$ cat config.mk
export PLATFORM = sky130hd
export DESIGN_NAME = apb_master_flat
export DESIGN_NICKNAME = d
export VERILOG_FILES = /design/src/rtl/apb_master_if.sv /design/src/rtl/apb_master.sv /design/src/flat_wrapper.sv
export SDC_FILE = /design/constraint.sdc
export NUM_CORES = 1
export LEC_CHECK = 0
export ABC_AREA = 1
export ABC_CLOCK_PERIOD_IN_PS = 4350
export CAP_MARGIN = 15
export CORE_MARGIN = 5
export CORE_UTILIZATION = 44
export DETAILED_ROUTE_END_ITERATION = 16
export GPL_ROUTABILITY_DRIVEN = 0
export PLACE_DENSITY = 0.81
export SLEW_MARGIN = 20
export SYNTH_ARGS = -nofsm -noshare
export SYNTH_HDL_FRONTEND = slang
export SYNTH_SLANG_ARGS = --single-unit
$ cat constraint.sdc
create_clock -name I_APBM_PCLK -period 4.35 [get_ports I_APBM_PCLK]
set_input_delay 0.87 -clock I_APBM_PCLK [delete_from_list [all_inputs] [get_ports I_APBM_PCLK]]
set_output_delay 0.87 -clock I_APBM_PCLK [all_outputs]
set_load 0.02 [all_outputs]
$ cat src/rtl/apb_master_if.sv
// Command/response handshake and APB bus of the rotate-block register initiator.
// The master modport belongs to apb_master; the slave modport belongs to whatever drives it.
interface apb_master_if;
   logic        req_valid;
   logic        req_ready;
   logic        req_write;
   logic [31:0] req_addr;
   logic [31:0] req_wdata;
   logic        rsp_valid;
   logic        rsp_ready;
   logic [31:0] rsp_rdata;
   logic        rsp_err;
   logic [31:0] paddr;
   logic [31:0] pwdata;
   logic        pwrite;
   logic        psel;
   logic        penable;
   logic [31:0] prdata;
   logic        pready;

   modport master (
      input  req_valid, req_write, req_addr, req_wdata, rsp_ready, prdata, pready,
      output req_ready, rsp_valid, rsp_rdata, rsp_err, paddr, pwdata, pwrite, psel, penable
   );

   modport slave (
      output req_valid, req_write, req_addr, req_wdata, rsp_ready, prdata, pready,
      input  req_ready, rsp_valid, rsp_rdata, rsp_err, paddr, pwdata, pwrite, psel, penable
   );
endinterface

$ cat src/rtl/apb_master.sv
// Single-outstanding APB initiator: one command in, one SETUP/ACCESS transfer out,
// one response back, with an optional PREADY timeout.
module apb_master #(
   parameter int unsigned TIMEOUT = 16
) (
   input  logic         I_APBM_PCLK,
   input  logic         I_APBM_PRESET,
   apb_master_if.master bus
);

   typedef enum logic [1:0] {
      ST_IDLE   = 2'd0,
      ST_SETUP  = 2'd1,
      ST_ACCESS = 2'd2,
      ST_RESP   = 2'd3
   } state_e;

   localparam logic        TIMEOUT_EN   = 1'(TIMEOUT != 0);
   localparam logic [15:0] TIMEOUT_LAST = 16'(TIMEOUT - 1);

   state_e      state_q;
   logic [15:0] wait_cnt_q;
   logic [15:0] wait_cnt_d;
   logic        timeout_hit_s;
   logic [31:0] paddr_q;
   logic [31:0] pwdata_q;
   logic        pwrite_q;
   logic        psel_q;
   logic        penable_q;
   logic        rsp_valid_q;
   logic [31:0] rsp_rdata_q;
   logic        rsp_err_q;

   // Wait counter next value and timeout detection on the last permitted ACCESS cycle.
   always_comb begin
      wait_cnt_d    = wait_cnt_q + 16'd1;
      timeout_hit_s = 1'b0;
      if (TIMEOUT_EN && (wait_cnt_q == TIMEOUT_LAST)) begin
         timeout_hit_s = 1'b1;
      end else begin
         timeout_hit_s = 1'b0;
      end
   end

   // Transfer FSM; every bus and response output is a flop written only here.
   always_ff @(posedge I_APBM_PCLK or posedge I_APBM_PRESET) begin
      if (I_APBM_PRESET) begin
         state_q     <= ST_IDLE;
         wait_cnt_q  <= 16'd0;
         paddr_q     <= 32'd0;
         pwdata_q    <= 32'd0;
         pwrite_q    <= 1'b0;
         psel_q      <= 1'b0;
         penable_q   <= 1'b0;
         rsp_valid_q <= 1'b0;
         rsp_rdata_q <= 32'd0;
         rsp_err_q   <= 1'b0;
      end else begin
         case (state_q)
            ST_IDLE: begin
               if (bus.req_valid) begin
                  paddr_q  <= bus.req_addr;
                  pwdata_q <= bus.req_wdata;
                  pwrite_q <= bus.req_write;
                  psel_q   <= 1'b1;
                  state_q  <= ST_SETUP;
               end
            end
            ST_SETUP: begin
               penable_q  <= 1'b1;
               wait_cnt_q <= 16'd0;
               state_q    <= ST_ACCESS;
            end
            ST_ACCESS: begin
               if (bus.pready) begin
                  rsp_rdata_q <= pwrite_q ? 32'd0 : bus.prdata;
                  rsp_err_q   <= 1'b0;
                  psel_q      <= 1'b0;
                  penable_q   <= 1'b0;
                  rsp_valid_q <= 1'b1;
                  state_q     <= ST_RESP;
               end else if (timeout_hit_s) begin
                  rsp_rdata_q <= 32'd0;
                  rsp_err_q   <= 1'b1;
                  psel_q      <= 1'b0;
                  penable_q   <= 1'b0;
                  rsp_valid_q <= 1'b1;
                  state_q     <= ST_RESP;
               end else begin
                  wait_cnt_q <= wait_cnt_d;
               end
            end
            ST_RESP: begin
               // Address/data/direction deliberately keep their last values here.
               if (bus.rsp_ready) begin
                  rsp_valid_q <= 1'b0;
                  wait_cnt_q  <= 16'd0;
                  state_q     <= ST_IDLE;
               end
            end
            default: begin
               psel_q      <= 1'b0;
               penable_q   <= 1'b0;
               rsp_valid_q <= 1'b0;
               wait_cnt_q  <= 16'd0;
               state_q     <= ST_IDLE;
            end
         endcase
      end
   end

   assign bus.req_ready = (state_q == ST_IDLE);
   assign bus.rsp_valid = rsp_valid_q;
   assign bus.rsp_rdata = rsp_rdata_q;
   assign bus.rsp_err   = rsp_err_q;
   assign bus.paddr     = paddr_q;
   assign bus.pwdata    = pwdata_q;
   assign bus.pwrite    = pwrite_q;
   assign bus.psel      = psel_q;
   assign bus.penable   = penable_q;

endmodule

$ cat src/flat_wrapper.sv
// flat-port wrapper written by rule: the top's interface ports become plain ports
module apb_master_flat 
#(
   parameter int unsigned TIMEOUT = 16
)
  (I_APBM_PCLK, I_APBM_PRESET, bus_req_valid, bus_req_write, bus_req_addr, bus_req_wdata, bus_rsp_ready, bus_prdata, bus_pready, bus_req_ready, bus_rsp_valid, bus_rsp_rdata, bus_rsp_err, bus_paddr, bus_pwdata, bus_pwrite, bus_psel, bus_penable);
  apb_master_if bus_i ();
  input  logic I_APBM_PCLK;
  input  logic I_APBM_PRESET;
  input wire logic [$bits(bus_i.req_valid)-1:0] bus_req_valid;
  input wire logic [$bits(bus_i.req_write)-1:0] bus_req_write;
  input wire logic [$bits(bus_i.req_addr)-1:0] bus_req_addr;
  input wire logic [$bits(bus_i.req_wdata)-1:0] bus_req_wdata;
  input wire logic [$bits(bus_i.rsp_ready)-1:0] bus_rsp_ready;
  input wire logic [$bits(bus_i.prdata)-1:0] bus_prdata;
  input wire logic [$bits(bus_i.pready)-1:0] bus_pready;
  output wire logic [$bits(bus_i.req_ready)-1:0] bus_req_ready;
  output wire logic [$bits(bus_i.rsp_valid)-1:0] bus_rsp_valid;
  output wire logic [$bits(bus_i.rsp_rdata)-1:0] bus_rsp_rdata;
  output wire logic [$bits(bus_i.rsp_err)-1:0] bus_rsp_err;
  output wire logic [$bits(bus_i.paddr)-1:0] bus_paddr;
  output wire logic [$bits(bus_i.pwdata)-1:0] bus_pwdata;
  output wire logic [$bits(bus_i.pwrite)-1:0] bus_pwrite;
  output wire logic [$bits(bus_i.psel)-1:0] bus_psel;
  output wire logic [$bits(bus_i.penable)-1:0] bus_penable;
  assign bus_i.req_valid = bus_req_valid;
  assign bus_i.req_write = bus_req_write;
  assign bus_i.req_addr = bus_req_addr;
  assign bus_i.req_wdata = bus_req_wdata;
  assign bus_i.rsp_ready = bus_rsp_ready;
  assign bus_i.prdata = bus_prdata;
  assign bus_i.pready = bus_pready;
  assign bus_req_ready = bus_i.req_ready;
  assign bus_rsp_valid = bus_i.rsp_valid;
  assign bus_rsp_rdata = bus_i.rsp_rdata;
  assign bus_rsp_err = bus_i.rsp_err;
  assign bus_paddr = bus_i.paddr;
  assign bus_pwdata = bus_i.pwdata;
  assign bus_pwrite = bus_i.pwrite;
  assign bus_psel = bus_i.psel;
  assign bus_penable = bus_i.penable;
  apb_master #(.TIMEOUT(TIMEOUT)) u_core (.I_APBM_PCLK(I_APBM_PCLK), .I_APBM_PRESET(I_APBM_PRESET), .bus(bus_i));
endmodule
==> results of run 1 <==
==> registers in the layout, summed over array words and instances, names as in the netlist <==
name                  cells
u_core.bus.paddr         32
u_core.bus.penable        1
u_core.bus.psel           1
u_core.bus.pwdata        32
u_core.bus.pwrite         1
u_core.bus.rsp_err        1
u_core.bus.rsp_rdata     32
u_core.bus.rsp_valid      1
u_core.state_q            2
u_core.wait_cnt_q        16
==> tightest hold or removal path, delay by kind of cell, from the launching register on <==
| kind | cells | cell delay, ns |
|---|---|---|
| flops | 1 | 0.34 |
| simple gates | 2 | 0.10 |
==> power by group <==
part / internal (mW) / total [mW] / leakage [nW] / switching (mW)
clock: 0.783 / 1.30 / 0.253 / 0.514
sequential: 1.55 / 1.82 / 1.52 / 0.274
combinational: 1.08 / 2.50 / 1.96 / 1.42
total: 3.41 / 5.62 / 3.73 / 2.21
==> area by class of cell <==
cell class	instances	area, um^2	share of cell area
clock inverters	15	133	0.0170
well taps	143	179	0.0229
flip-flops and latches	119	2980	0.382
multi-input cells	443	1920	0.246
repair buffers	208	2070	0.265
clock buffers	17	425	0.0546
inverters	24	92.6	0.0119
==> synth_stat cells (all sizes together) <==
| cell type | instances |
|---|---|
| o21bai | 3 |
| ha | 4 |
| dfrtp | 119 |
| a21o | 1 |
| nor3 | 1 |
| nand2 | 286 |
| nand4 | 3 |
| buf | 9 |
| a21boi | 1 |
| nor2 | 24 |
| inv | 24 |
| clkbuf | 22 |
| o21ai | 29 |
| a21oi | 5 |
| nand3 | 85 |
| o22ai | 1 |
==> how the worst min path moves through the flow <==
stage	start	end	slack [ns]	depth (start not counted)
3_5_place_dp	u_core.bus.paddr[2]	u_core.bus.paddr[2]	0.47	2
3_3_place_gp	u_core.bus.paddr[12]	u_core.bus.paddr[12]	0.46	2
4_1_cts	u_core.bus.paddr[2]	u_core.bus.paddr[2]	0.48	2
2_1_floorplan	u_core.state_q[0]	u_core.state_q[0]	0.48	2
6_report	u_core.bus.paddr[2]	u_core.bus.paddr[2]	0.48	2
5_1_grt	u_core.bus.paddr[3]	u_core.bus.paddr[3]	0.50	2
==> routing by layer <==
layer  part of all wire  GRT usage
met5                  0          0
met4              0.020     0.0703
met3              0.092     0.0975
met2               0.49      0.362
met1               0.40      0.270
==> per-stage QoR <==
step	instance area (um^2)	hold slack [ns]
floorplan	5120	0.480
detailed placement	7230	0.466
finish	7800	0.479
global placement	7230	0.462
CTS	7790	0.480
global route	7800	0.498
==> cell families after synthesis <==
logic type                 Yosys count  share of synthesized area
DFF                                119                      0.581
buffers and inverters               55                     0.0462
AOI/OAI and AO/OA                   40                     0.0418
adders and majority gates            4                    0.00977
and+or+nand+nor                    399                      0.321
==> metrics.txt, run 1 <==
status=finished, final reports clean; Syn Area/Cell=just over 8 um^2; final hold viol count=0; worst setup margin=1.67 ns; relative slew slack=0.325; DRC=0; Pins Over Slew Limit=0; unrepaired setup endpoints after global routing=no; WL/cell=~16 um; CP max stage cell=clkdlybuf4s50_1; RR Startpoint=u_core.state_q[0]; crit path kind=flip-flop to output pin; CP cell instances=inv_1 -> ha_1 -> clkdlybuf4s50_1; input/output buffers=a little over 200; Lkg Pwr=3.73 nW; GRT Total Usage=0.224; Site Rows=39; clock sinks=~120; Final HPWL DP=approximately 11000 um; vias in the first global route=5106; min Tclk post-route=~2.7 ns; worst stage delay on the critical path=about 0.66 ns; final core occ=0.683; max cap viols=0; Num CTS Buffers=17; Arr. time, crit path=1.81 ns; H-tree levels=4; Reg2Reg Depth=7; total power=between 5 and 6 mW; grt total ovfl=0; cells resized by post-CTS repair=0; crit path capture type=output pin; Final Setup Violations=0; Root Buffer Master=clkbuf_16; Clk Latency, worst-skew pair=0.42 ns; Synth Warn #=0; via/cell ratio=about 5; Vert. Die Dim=around 120 um; Unique masters post-synth=23; CTS tree=built; fill count=between 900 and 1000; register area share after synthesis=0.581; initial drt markers=between 300 and 400; Post-Syn Nets=723; cts hold-fix bufs=0; post-synth top area cell=dfrtp_1; Post-Place Worst Slack=between 1.5 and 2 ns; DR vias=between 4000 and 5000; Area contributors post-synth=dfrtp_1 58%, nand2_1 21%, nand3_1 8.0%; fin crit share=0.617; post-synth top area share=0.581; crit path launch type=flip-flop; Worst EP required=approximately 3.5 ns; R2R Setup Slk=approximately 1.9 ns; first-pass GRT wire length=~26000 um; Netlist Area Pre-Place=just over 5000 um^2; Cells after Synth=just over 600; Crit path buffers/inverters=2; f_max=roughly 370 MHz; leading cell type in the layout, fill and taps excluded=nand2_1; die area=around 14000 um^2; # Post-CTS Setup Buffers=0; CTS Buffer Depth=2; Max Clock Skew=approximately 0.017 ns; critical path depth=3; Reg-to-Reg End=u_core.bus.rsp_rdata[8]; crit path to=bus_req_ready; Core ar.=about 11000 um^2; clock-pin transition on the worst setup and hold timing paths=about 0.050 ns; Seq cells post-synth=roughly 120; Max FO, Critical Path=5; largest net degree at the start of global routing=80; antenna violations before repair=0; Sum Neg Setup Slack=0 ns; Worst Hold Class=flip-flop to flip-flop; Antenna Nets Post-Route=0; CP Launch Point=u_core.state_q[0]; DR pass1 iterations=5; # diodes=0; Syn-to-layout area delta=52.2%; Final Instance Count excl. Fillers=roughly 970; most frequent cells in the layout=285 x nand2_1, 203 x clkdlybuf4s50_1, 119 x dfrtp_1, 82 x nand3_1; final wirelength=around 15000 um; share of layout cells above drive strength 1=0.0545; Power per Cell Area=around 700 nW/um^2; Die X=118 um; Initial Util=0.449; fin nets=919; maximum vdd drop=0.469 mV; Ports=204; placed insts=937; worst slew pin tran=approximately 1.0 ns; critical path's top delay family=buffers and inverters
No activity file was read; power rests on OpenSTA's default activity.
==> inputs of run 2 (changes only) <==
ABC_CLOCK_PERIOD_IN_PS = 2300   (was 4350)
CORE_UTILIZATION = 39   (was 44)
PLACE_DENSITY = 0.76   (was 0.81)
clock period = 2.3 ns   (was 4.35 ns; I/O delays follow)
==> run 2 against run 1 <==
Compared with the run above: first-iteration DRC count fell by 40%; count of clock-buffer cells in the layout up 5; die area increased by 12%; critical path type unchanged; largest power group unchanged.
==> metrics.txt, run 2 (synthesis results as in run 1) <==
Power per Cell Area=1390 nW/um^2; antenna violations before repair=0; final wirelength=around 15000 um; worst stage delay on the critical path=0.66 ns; Final HPWL DP=roughly 11000 um; # diodes=0; Max FO, Critical Path=3; clock sinks=~120; share of layout cells above drive strength 1=0.0567; Max Clock Skew=between 0.007 and 0.008 ns; Clk Latency, worst-skew pair=a little over 0.4 ns; Ports=204; Vert. Die Dim=approximately 120 um; Lkg Pwr=about 3.8 nW; CP cell instances=clkdlybuf4s50_1; GRT Total Usage=0.196; Worst Hold Class=input pin to async pin; Initial Util=0.401; crit path capture type=output pin; initial drt markers=~220; Site Rows=41; Post-Place Worst Slack=~0.45 ns; Num CTS Buffers=17; unrepaired setup endpoints after global routing=no; leading cell type in the layout, fill and taps excluded=nand2_1; CP max stage cell=clkdlybuf4s50_1; first-pass GRT wire length=about 25000 um; die area=between 15000 and 20000 um^2; status=finished, final reports clean; final core occ=0.627; Multi-input gate area=approximately 1900 um^2; CTS Buffer Depth=2; relative slew slack=0.747; min Tclk post-route=1.93 ns; GR met1 Demand/Resource=0.231; Final Setup Violations=0; Pins Over Slew Limit=0; Sum Neg Setup Slack=0 ns; CTS tree=built; H-tree levels=4; crit path kind=flip-flop to output pin; max cap viols=0; final hold viol count=0; Reg area=2980 um^2; worst setup margin=~0.37 ns; DRC=0; largest net degree at the start of global routing=63; Crit path buffers/inverters=1; busiest grt layer=met2; via/cell ratio=between 4 and 5; M2 GR Usage=0.314; maximum vdd drop=between 0.8 and 0.9 mV; Antenna Nets Post-Route=0; Syn-to-layout area delta=56.3%; fin crit share=0.839; clock-pin transition on the worst setup and hold timing paths=around 0.050 ns; fin nets=923; critical path's top delay family=buffers and inverters; f_max=between 500 and 600 MHz; Worst EP required=~1.8 ns; DR vias=approximately 5000; DR pass1 iterations=5; Core ar.=between 10000 and 15000 um^2; crit path launch type=flip-flop; grt total ovfl=0; Arr. time, crit path=~1.5 ns; Die X=approximately 120 um; most frequent cells in the layout=285 x nand2_1, 202 x clkdlybuf4s50_1, 119 x dfrtp_1, 82 x nand3_1; vias in the first global route=~5000; WL/cell=around 15 um; fill count=about 1000; input/output buffers=203; Root Buffer Master=clkbuf_16; met3 global-route usage=0.101; worst slew pin tran=approximately 0.38 ns
[run 2: cell type report]
| class | instances | share of cell area |
|---|---|---|
| flip-flops and latches | 119 | 0.372 |
| repair buffers | 212 | 0.269 |
| multi-input cells | 443 | 0.239 |
| clock buffers | 22 | 0.0605 |
| well taps | 172 | 0.0269 |
| clock inverters | 9 | 0.0212 |
| inverters | 24 | 0.0117 |
[run 2: repair_timing]
item,4_1_cts,5_1_grt
setup buffers,0,0
resized for setup,0,1
hold buffers,0,0
endpoints found under the setup margin,0,1
[run 2: worst paths after layout]
check | from | slack [ns] | end | cells past startpoint
max | u_core.bus.pwrite | 0.37 | bus_pwrite | 1
min | I_APBM_PRESET | 0.39 | u_core.bus.rsp_rdata[16] | 2
min in group I_APBM_PCLK | u_core.bus.pwdata[16] | 0.48 | u_core.bus.pwdata[16] | 2
max reg2reg | u_core.state_q[0] | 0.53 | u_core.wait_cnt_q[5] | 6
min reg2reg | u_core.bus.pwdata[16] | 0.48 | u_core.bus.pwdata[16] | 2
max in group asynchronous | I_APBM_PRESET | 1.31 | u_core.bus.pwdata[1] | 3
[run 2: metrics by stage]
stage	instances	hold WS (ns)	cell area (um^2)	total power [mW]
floorplan	617	0.480	5130	5.94
global placement	970	0.460	7350	8.13
detailed placement	970	0.464	7350	8.25
CTS	1001	0.380	8010	11.2
global route	1001	0.410	8010	11.8
finish	1001	0.389	8010	11.1
[run 2: routing by layer]
metal | wire (um) | part of all wire
met4 | 216 | 0.014
met3 | 1660 | 0.11
met2 | 7150 | 0.48
met1 | 5900 | 0.40
met5 | 0 | 0
[run 2: where the power goes]
group	internal (mW)	switching, mW	total, mW
sequential	2.93	0.492	3.42
clock	2.02	0.892	2.92
combinational	2.09	2.69	4.78
total	7.04	4.07	11.1
==> inputs of run 3 (changes only) <==
ABC_CLOCK_PERIOD_IN_PS = 1990   (was 2300)
CORE_UTILIZATION = 44   (was 39)
PLACE_DENSITY = 0.81   (was 0.76)
clock period = 1.99 ns   (was 2.3 ns; I/O delays follow)
==> run 3 against run 2 <==
Compared with the run above: sequential share of layout area increased by 0.45 points; flip-flop and latch count unchanged; core utilization increased by 6.6 points; hold slack improved by 0.086 ns; global-route usage increased by 3.1 points; setup slack got worse by 0.28 ns; die area decreased by 10%; combinational power increased by 17%; clock power increased by 5%.
==> metrics.txt, run 3 (synthesis results as in run 1) <==
status=finished, final reports clean; Post-Place Worst Slack=0.134 ns; first-pass GRT wire length=25900 um; Root Buffer Master=clkbuf_16; Worst Hold Class=flip-flop to flip-flop; antenna violations before repair=0; initial drt markers=450; placed insts=945; Initial Util=0.449; Vert. Die Dim=around 120 um; DR pass1 iterations=5; cts hold-fix bufs=0; die area=13900 um^2; Worst EP required=about 1.6 ns; relative slew slack=0.692; DR vias=4969; maximum vdd drop=approximately 0.9 mV; Arr. time, crit path=1.50 ns; vias in the first global route=5203; DRC=0; Site Rows=39; final wirelength=~16000 um; Final Setup Violations=0; crit path kind=flip-flop to output pin; unrepaired setup endpoints after global routing=no; crit path launch type=flip-flop; grt total ovfl=0; Die X=around 120 um; Multi-input gate area=approximately 1900 um^2; largest net degree at the start of global routing=90; CTS Buffer Depth=2; via/cell ratio=roughly 5; Lkg Pwr=3.81 nW; fin nets=about 930; GRT Total Usage=0.227; Num CTS Buffers=17; Area after DPL=~7300 um^2; Antenna Nets Post-Route=0; # diodes=0; final hold viol count=0; Clk Latency, worst-skew pair=roughly 0.4 ns; leading cell type in the layout, fill and taps excluded=nand2_1; most frequent cells in the layout=285 x nand2_1, 202 x clkdlybuf4s50_1, 119 x dfrtp_1, 82 x nand3_1; crit path capture type=output pin; share of layout cells above drive strength 1=0.0576; Pins Over Slew Limit=0; Ports=204; fin crit share=0.955; Max FO, Critical Path=5; input/output buffers=slightly above 200; Final Instance Count excl. Fillers=roughly 1000; Max Clock Skew=just over 0.009 ns; H-tree levels=4; worst slew pin tran=about 0.46 ns; Syn-to-layout area delta=54.4%; worst setup margin=between 0.09 and 0.1 ns; Power per Cell Area=1600 nW/um^2; WL/cell=between 15 and 20 um; clock-pin transition on the worst setup and hold timing paths=approximately 0.050 ns; Sum Neg Setup Slack=0 ns; Final HPWL DP=around 11000 um; f_max=between 500 and 600 MHz; Core ar.=roughly 11000 um^2; min Tclk post-route=~1.9 ns; fill count=885; Reg area=2980 um^2; max cap viols=0; CTS tree=built; clock sinks=about 120; total power=roughly 13 mW; Final Cell Area=roughly 8000 um^2
-- run 3: cell count changes in the layout (fill, tap and decap cells not counted), sizes merged --
| cell | before | now |
|---|---|---|
| buf | 9 | 13 |
| clkdlybuf4s15 | 0 | 1 |
| clkinvlp | 1 | 2 |
| clkbuf | 22 | 24 |
| dlymetal6s2s | 1 | 0 |
| bufinv | 5 | 3 |
-- run 3: power breakdown --
group | leakage [nW] | internal [mW] | switching [mW]
Sequential | 1.52 | 3.39 | 0.583
Combinational | 2.00 | 2.42 | 3.18
Clock | 0.288 | 2.03 | 1.05
Total | 3.81 | 7.84 | 4.81
-- run 3: worst paths after layout --
| kind | start | end | slack (ns) | depth (start not counted) |
|---|---|---|---|---|
| worst min register to register | u_core.bus.pwdata[25] | u_core.bus.pwdata[25] | 0.47 | 2 |
| min in group asynchronous | I_APBM_PRESET | u_core.bus.rsp_rdata[22] | 0.48 | 3 |
| max in group asynchronous | I_APBM_PRESET | u_core.bus.pwdata[7] | 1.14 | 3 |
| worst min-delay path | u_core.bus.pwdata[25] | u_core.bus.pwdata[25] | 0.47 | 2 |
| worst max register to register | u_core.wait_cnt_q[1] | u_core.bus.rsp_rdata[12] | 0.19 | 7 |
| worst max-delay path | u_core.state_q[0] | bus_req_ready | 0.09 | 3 |
-- run 3: worst max-delay path, cell delays in order, from the launching register on --
cell	delay [ns]
dfrtp_1	0.39
inv_1	0.09
ha_1	0.25
clkdlybuf4s15_1	0.36
-- run 3: repair_timing --
action / in CTS / in global routing
endpoints found under the hold margin: 0 / 0
gates resized for setup: 1 / 1
buffers inserted: 0 / 0
endpoints found under the setup margin: 1 / 1
-- run 3: layer usage --
metal,global-route usage,share of wire
met1,0.254,0.37
met2,0.377,0.49
met3,0.117,0.12
met4,0.0710,0.019
met5,0,0
-- run 3: cell type report --
| type | instances | area share |
|---|---|---|
| repair buffers | 216 | 0.272 |
| clock buffers | 24 | 0.0596 |
| clock inverters | 8 | 0.0153 |
| multi-input cells | 443 | 0.242 |
| flip-flops and latches | 119 | 0.376 |
| inverters | 24 | 0.0119 |
| well taps | 143 | 0.0226 |
-- run 3: stage by stage --
stage | utilization | hold WS, ns
5_1_grt | 0.693 | 0.500
3_3_place_gp | 0.641 | 0.461
4_1_cts | 0.693 | 0.480
6_report | 0.693 | 0.475
3_5_place_dp | 0.641 | 0.464
2_1_floorplan | - | 0.480
